## config.mk

```make
export PLATFORM = sky130hd
export DESIGN_NAME = conv5_pool_reader
export DESIGN_NICKNAME = d
export VERILOG_FILES = /design/src/rtl/conv5_pool_reader.sv
export SDC_FILE = /design/constraint.sdc
export NUM_CORES = 1
export LEC_CHECK = 0
export ABC_AREA = 1
export CAP_MARGIN = 30
export CORE_ASPECT_RATIO = 1.5
export CORE_MARGIN = 2
export CORE_UTILIZATION = 52
export CTS_CLUSTER_SIZE = 25
export DETAILED_ROUTE_END_ITERATION = 16
export PLACE_DENSITY_LB_ADDON = 0.15
export SKIP_LAST_GASP = 1
export SYNTH_ARGS = -nofsm -noshare
export SYNTH_HDL_FRONTEND = slang
export SYNTH_SLANG_ARGS = --single-unit
export TNS_END_PERCENT = 1
```

## constraint.sdc

```tcl
create_clock -name clk -period 2.22 [get_ports clk]
set_input_delay 0.666 -clock clk [delete_from_list [all_inputs] [get_ports clk]]
set_output_delay 0.666 -clock clk [all_outputs]
set_load 0.01 [all_outputs]
```

## src/rtl/conv5_pool_reader.sv

```systemverilog
// Read-side controller for the conv-2 ping-pong buffer: reads a full bank as
// 2x2 windows, emits the unsigned max of each window, then frees the bank.
module conv5_pool_reader #(
  parameter int DATA_W     = 8,
  parameter int ADDR_W     = 7,
  parameter int COLS       = 8,
  parameter int BANK1_BASE = 16
) (
  input  logic              clk,
  input  logic              rst,
  input  logic              bank_ready,
  input  logic              bank_sel,
  output logic              rd_en,
  output logic [ADDR_W-1:0] rd_addr,
  input  logic [DATA_W-1:0] d_in,
  output logic              pool_valid,
  output logic [DATA_W-1:0] pool_out,
  output logic              pool_bank,
  output logic [1:0]        pool_col,
  output logic              bank_free,
  output logic              overrun
);

  typedef enum logic [1:0] {IDLE, READ, DRAIN} state_e;

  state_e              state_q, state_d;
  logic [3:0]          k_q, k_d;
  logic                drain_q, drain_d;
  logic                cur_q, cur_d;
  logic                nxt_q, nxt_d;
  logic [1:0]          pend_q, pend_d;
  logic                overrun_q, overrun_d;
  logic                rd_en_q, rd_en_d;
  logic [ADDR_W-1:0]   rd_addr_q, rd_addr_d;
  logic                start;
  logic                start_bank;

  // Read-return tracking: describes the d_in word arriving this cycle.
  logic                smp_vld_q;
  logic [3:0]          smp_k_q;
  logic                smp_bank_q;

  logic [DATA_W-1:0]   acc_q;
  logic [DATA_W-1:0]   win_max;
  logic                pool_valid_q;
  logic [DATA_W-1:0]   pool_out_q;
  logic                pool_bank_q;
  logic [1:0]          pool_col_q;
  logic                bank_free_q;

  // k = {window[1:0], row[0], col_lsb}
  function automatic logic [ADDR_W-1:0] addr_of(input logic bank, input logic [3:0] k);
    logic [ADDR_W-1:0] base;
    base = bank ? ADDR_W'(BANK1_BASE) : '0;
    return base + ADDR_W'(k[1]) * ADDR_W'(COLS) + ADDR_W'({k[3:2], 1'b0}) + ADDR_W'(k[0]);
  endfunction

  // NOTE: every signal written here gets a default first so no path leaves it
  // unassigned; a missing default in combinational logic infers a latch.
  always_comb begin
    state_d    = state_q;
    k_d        = k_q;
    drain_d    = drain_q;
    cur_d      = cur_q;
    nxt_d      = nxt_q;
    pend_d     = pend_q;
    overrun_d  = overrun_q;
    rd_en_d    = 1'b0;
    rd_addr_d  = rd_addr_q;
    start      = 1'b0;
    start_bank = nxt_q;

    case (state_q)
      IDLE: begin
        if (pend_q[nxt_q]) begin
          start      = 1'b1;
          start_bank = nxt_q;
        end else if (pend_q[~nxt_q]) begin
          start      = 1'b1;
          start_bank = ~nxt_q;
        end
        if (start) begin
          state_d            = READ;
          k_d                = 4'd0;
          cur_d              = start_bank;
          nxt_d              = ~start_bank;
          pend_d[start_bank] = 1'b0;
          rd_en_d            = 1'b1;
          rd_addr_d          = addr_of(start_bank, 4'd0);
        end
      end
      READ: begin
        if (k_q == 4'd15) begin
          state_d = DRAIN;
          drain_d = 1'b0;
        end else begin
          k_d       = k_q + 4'd1;
          rd_en_d   = 1'b1;
          rd_addr_d = addr_of(cur_q, k_q + 4'd1);
        end
      end
      DRAIN: begin
        if (drain_q) state_d = IDLE;
        else         drain_d = 1'b1;
      end
      default: state_d = IDLE;
    endcase

    // A flag for a bank already pending or still in flight is an overrun;
    // that includes the bank being started this very cycle.
    if (bank_ready) begin
      if (pend_q[bank_sel] || ((state_q != IDLE) && (cur_q == bank_sel)))
        overrun_d = 1'b1;
      else
        pend_d[bank_sel] = 1'b1;
    end
  end

  always_comb begin
    win_max = (d_in > acc_q) ? d_in : acc_q;
  end

  // NOTE: sequential state uses non-blocking assignments so every register
  // samples its inputs from before the edge, independent of statement order.
  always_ff @(posedge clk) begin
    if (rst) begin
      // NOTE: there is no storage array here, so every register, datapath
      // included, is reset; nothing can leak a partial window past reset.
      state_q      <= IDLE;
      k_q          <= 4'd0;
      drain_q      <= 1'b0;
      cur_q        <= 1'b0;
      nxt_q        <= 1'b0;
      pend_q       <= 2'b00;
      overrun_q    <= 1'b0;
      rd_en_q      <= 1'b0;
      rd_addr_q    <= '0;
      smp_vld_q    <= 1'b0;
      smp_k_q      <= 4'd0;
      smp_bank_q   <= 1'b0;
      acc_q        <= '0;
      pool_valid_q <= 1'b0;
      pool_out_q   <= '0;
      pool_bank_q  <= 1'b0;
      pool_col_q   <= 2'd0;
      bank_free_q  <= 1'b0;
    end else begin
      state_q      <= state_d;
      k_q          <= k_d;
      drain_q      <= drain_d;
      cur_q        <= cur_d;
      nxt_q        <= nxt_d;
      pend_q       <= pend_d;
      overrun_q    <= overrun_d;
      rd_en_q      <= rd_en_d;
      rd_addr_q    <= rd_addr_d;
      smp_vld_q    <= rd_en_q;
      smp_k_q      <= k_q;
      smp_bank_q   <= cur_q;
      pool_valid_q <= 1'b0;
      bank_free_q  <= 1'b0;
      if (smp_vld_q) begin
        acc_q <= (smp_k_q[1:0] == 2'd0) ? d_in : win_max;
        if (smp_k_q[1:0] == 2'd3) begin
          pool_valid_q <= 1'b1;
          pool_out_q   <= win_max;
          pool_col_q   <= smp_k_q[3:2];
          pool_bank_q  <= smp_bank_q;
          bank_free_q  <= (smp_k_q[3:2] == 2'd3);
        end
      end
    end
  end

  assign rd_en      = rd_en_q;
  assign rd_addr    = rd_addr_q;
  assign pool_valid = pool_valid_q;
  assign pool_out   = pool_out_q;
  assign pool_bank  = pool_bank_q;
  assign pool_col   = pool_col_q;
  assign bank_free  = bank_free_q;
  assign overrun    = overrun_q;

endmodule

```

# Word level (Yosys, flattened, before mapping)
# Cells that the tools add are included.
[totals] latch_bits=0 regBits=47 memories=0 ramBits=0 input_bits=12 rom_bits=0 output_inout_bits=22
[op_classes] magnitude_cmp=7 mul=0 reduce_logical=17 eq_ne=10 div=0 n_mux=40 add_sub_neg=4 bitwise=7 shift=0
[op_table] cell="$mux 1" count=18
[op_table] cell="$mux 8" count=2
[op_table] cell="$mux 2" count=7
[op_table] cell="$mux 7" count=2
[op_table] cell="$pmux 7 s2" count=1
[op_table] cell="$mux 5" count=2
[op_table] cell="$gt 8x8->1" count=1
[op_table] cell="$lt 1x2->1 const B" count=4
[op_table] cell="$mux 4" count=2
[op_table] cell="$pmux 4 s2" count=1
[op_table] cell="$reduce_and 2->1" count=4
[op_table] cell="$add 6x3->7" count=1
[op_table] cell="$add 7x1->7" count=1
[op_table] cell="$add 5x4->6" count=1
[op_table] cell="$eq 2x2->1 const B" count=3
[op_table] cell="$ne 2x2->1 const B" count=3
[op_table] cell="$pmux 2 s3" count=1
[op_table] cell="$reduce_and 3->1" count=2
[op_table] cell="$reduce_bool 2->1" count=3
[op_table] cell="$add 4x1->4 const B" count=1
[op_table] cell="$eq 4x4->1 const B" count=1
[op_table] cell="$logic_not 2->1" count=2
[op_table] cell="$not 1->1" count=4
[op_table] cell="$pmux 1 s2" count=2
[op_table] cell="other kinds (12)" count=16

# Longest topological paths before layout
[depth] depth_word=17 ltp_mapped=14

# Worst setup path after synthesis
# OpenSTA, ideal clock, no wires.
[synth_timing] kind="input -> register" startpoint="input d_in[7]" endpoint="register acc_q[0]" slack_ns=0.382 setup_ns=0.066 cell_stages=9 t_arrival_ns=1.772 required_ns=2.154 path_cell_list="ha_1 > a21o_1 > nor2_2 > nand2_4 > nand2_4 > nand2_2 > nand3_2 > nand2_1 > a21oi_2"
[synth_via] elab_chain_len=3
[synth_lines] item="from (decl)" line="15" text="input logic [DATA_W-1:0] d_in,"
[synth_lines] item="$gt 8x8->1" line="120" text="win_max = (d_in > acc_q) ? d_in : acc_q;"
[synth_lines] item="$mux 8" line="120"
[synth_lines] item="$mux 8" line="163" text="acc_q <= (smp_k_q[1:0] == 2'd0) ? d_in : win_max;"
[synth_lines] item="to (signal assigned)" line="163"
[synth_lines] item="to (decl)" line="43" text="logic [DATA_W-1:0] acc_q;"
# No other way between the ends.
# A chain may end at the register's enable or synchronous reset.

# Worst setup path in the final report
[layout_timing] startpoint="input d_in[7]" endpoint="register acc_q[1]"
# The elaborated chain is that of the path after synthesis.

==> metrics.md <==
| Metric | Value |
|---|---|
| Slew margin rel. | `between 60% and 70%` |
| Async SR Flop Fraction | `0%` |
| Count leader, synth | `nand2_1` |
| Yosys cell types | `27` |
| Non-Filler Instances | `350` |
| Core area | `3720 µm²` |
| Initial antenna violation count | `0` |
| Placed inst area | `2440 µm²` |
| Fmax | `482 MHz` |
| WL final | `4180 µm` |
| Clock sink count | `41` |
| DRC Markers | `0` |
| Die Area | `about 4400 µm²` |
| Period utilisation layout | `93.5%` |
| PwrDens | `599 nW/µm²` |
| CP dominant cell by count | `nand2_2` |
| FP Rows | `27` |
| Initial Util | `54.4%` |
| Sw Ratio | `28.7%` |
| # Max-Cap Violations | `0` |
| Ys flop type | `dfxtp_1` |
| Share of cells above drive strength 1 | `a little under a quarter` |
| Post-synth EDFFs | `0` |
| Vias in the first global route | `1690` |
| RSZ-0062 raised after global routing | `no` |
| Setup ws final | `0.145 ns` |
| Max Buffers Root-to-Sink | `2` |
| R2R setup slack | `0.53 ns` |
| CTS tree | `built` |
| Logic pwr share | `between 15 and 20%` |
| Initial DRC count | `35` |
| Worst-path cell chain | `clkdlybuf4s50_1, ha_1, nand2_2, nor2_4, nand4_4, nand2_8, nand2_2, nand3_2, nand2_1, a21oi_2` |
| Placer Congestion | `0.771` |
| Cell Area, Synth | `slightly above 2000 µm²` |
| N_diodes | `0` |
| Clock Tree Root | `clkbuf_8` |
| Clk Latency, worst-skew pair | `0.29 ns` |
| Max stage delay on crit path | `around 0.42 ns` |
| CP arrival | `between 2 and 2.5 ns` |
| Die height | `80.4 µm` |
| Final TNS setup | `0 ns` |
| DR vias/cell | `approximately 5.2` |
| Clock slew at reported path FFs | `0.08 ns` |
| Dpl cells | `341` |
| Result of the run | `completed` |
| Post-CTS setup buffers | `0` |
| H-tree Lvls | `2` |
| Cells after Synth | `about 260` |
| Fin area | `2550 µm²` |
| Leak Pwr | `roughly 0.99 nW` |
| Worst path required time | `2.45 ns` |
| Setup violators final | `0` |
| Final ANT Viol Nets | `0` |
| Global route overflow | `0` |
| Kind of cell adding the most delay to the critical path | `simple AND/OR/NAND/NOR gates` |
| Seq pwr share | `51.0%` |
| Startpoint types | `primary input` |
| Crit path buffers/inverters | `1` |
| Final min period | `2.08 ns` |
| Setup crit end kind | `register` |
| Maximum ir drop on the vdd rail | `0.464 mV` |
| Clock Skews | `0.00523 ns` |
| Fin. Hold Viols | `0` |
| TritonCTS buffer count | `5` |
| Gr usage total | `21.5%` |
| Area grow syn2layout | `26.1%` |
| Hold WC Path Type | `register to register` |
| Dpl ws | `-0.192 ns` |
| Sw Pwr | `438 µW` |
| HPWL Detailed | `3100 µm` |
| I/O Pins | `34` |
| Synth top area share | `roughly two fifths` |
| Nets | `327` |
| Worst setup path class | `primary input to register` |
| Top post-synthesis cells by count | `nand2_1, dfxtp_1, nor2_1, inv_1, a21oi_1` |
| Crit Path Max Fanout | `9` |
| Slew @ Worst Pin | `between 0.5 and 0.6 ns` |
| Internal | `1.09 mW` |
| Die Width | `roughly 55 µm` |
| Synth area leader | `dfxtp_1` |
| Synth warnings | `0` |
| Sequential fraction of the synthesis area | `40.6%` |
| Clock power share | `31.2%` |
| Vias | `1805` |
| Register bit total from synthesis | `41` |
| First-pass GRT wire length | `7020 µm` |
| Largest net degree at the start of global routing | `24` |
| Slowest cell on the critical path | `clkdlybuf4s50_1` |
| Fin. max-slew vios | `0` |
| WL per Instance | `12.0 µm` |
| Mapped Avg Cell Area | `7.69 µm²` |
| Port Buffers | `31` |
| DR pass1 iterations | `4` |
| Synth top area cells | `dfxtp_1, nand2_1, ha_1, nor2_1, inv_1` |
==> routing by layer <==
metal  vias up  wire length (µm)  track usage, %
li1        932                 -               -
met1       834              1780            24.0
met2        34              2240            38.1
met3         5               112            3.35
met4         0                59            9.51
met5         -                 0               0
==> state kept, by name (all words and copies together) (netlist names), 2 cells and up <==
name / count
k_q: 3
acc_q: 8
pend_q: 2
rd_addr: 2
smp_k_q: 4
pool_out: 8
pool_col: 2
state_q: 2
==> what timing repair did <==
item | in CTS | in global routing
hold buffers | 0 | 0
setup endpoints to repair | 0 | 5
resized for setup | 0 | 3
==> final cells by class <==
type	count	area (µm²)
repair buffers	42	405
multi-input cells	179	1040
well taps	43	53.8
inverters	37	139
clock buffers	5	68.8
flip-flops and latches	41	821
fillers	342	1170
clock inverters	3	17.5
==> logic make-up (layout without fill, tap and decap cells) <==
group           count (synthesis)  count (layout)  share of synthesized area, %
compound gates                 48              48                          14.0
fa+ha+maj                       9               9                          5.57
buf+inv                        45              87                          9.03
flops                          41              41                          40.6
other cells                     1               2                         0.185
simple gates                  119             120                          30.6
==> worst min-delay path, cell delays in order (launching register included) <==
cell	delay, ns
dfxtp_1	0.32
inv_1	0.05
nor2_1	0.03
==> power by group through the flow <==
| stage | Clock (mW) | Sequential [mW] | Combinational, mW |
|---|---|---|---|
| global route | 0.511 | 0.783 | 0.309 |
| floorplan | 0 | 0.796 | 0.172 |
| CTS | 0.484 | 0.779 | 0.265 |
| detailed placement | 0 | 0.796 | 0.264 |
| global placement | 0 | 0.796 | 0.260 |
| finish | 0.476 | 0.779 | 0.272 |
==> layout by cell type (no fill, tap or decap), types with 9 or more instances in the layout <==
cell type / synthesis / layout
clkdlybuf4s50_1: 0 / 31
inv_1: 25 / 25
a21oi_1: 15 / 15
ha_1: 9 / 9
nor2_1: 28 / 28
buf_4: 3 / 10
inv_2: 12 / 12
dfxtp_1: 41 / 41
nand2_1: 42 / 41
nand2_2: 10 / 12
nand3_1: 13 / 13
==> worst paths after layout <==
path | start | end | cells after the start
worst min register to register | rd_en | smp_vld_q | 2
worst max register to register | acc_q[7] | acc_q[1] | 10
worst max-delay path | d_in[7] | acc_q[1] | 10
worst min-delay path | rd_en | smp_vld_q | 2
==> stage by stage <==
stage               total power, mW  hold slack, ns  util [%]
finish                         1.53           0.435      68.6
global route                   1.60           0.463      68.6
CTS                            1.53           0.437      68.0
detailed placement             1.06           0.414      65.7
global placement               1.06           0.420      65.7
floorplan                     0.968           0.396         -
(Power assumes the default switching activity.)
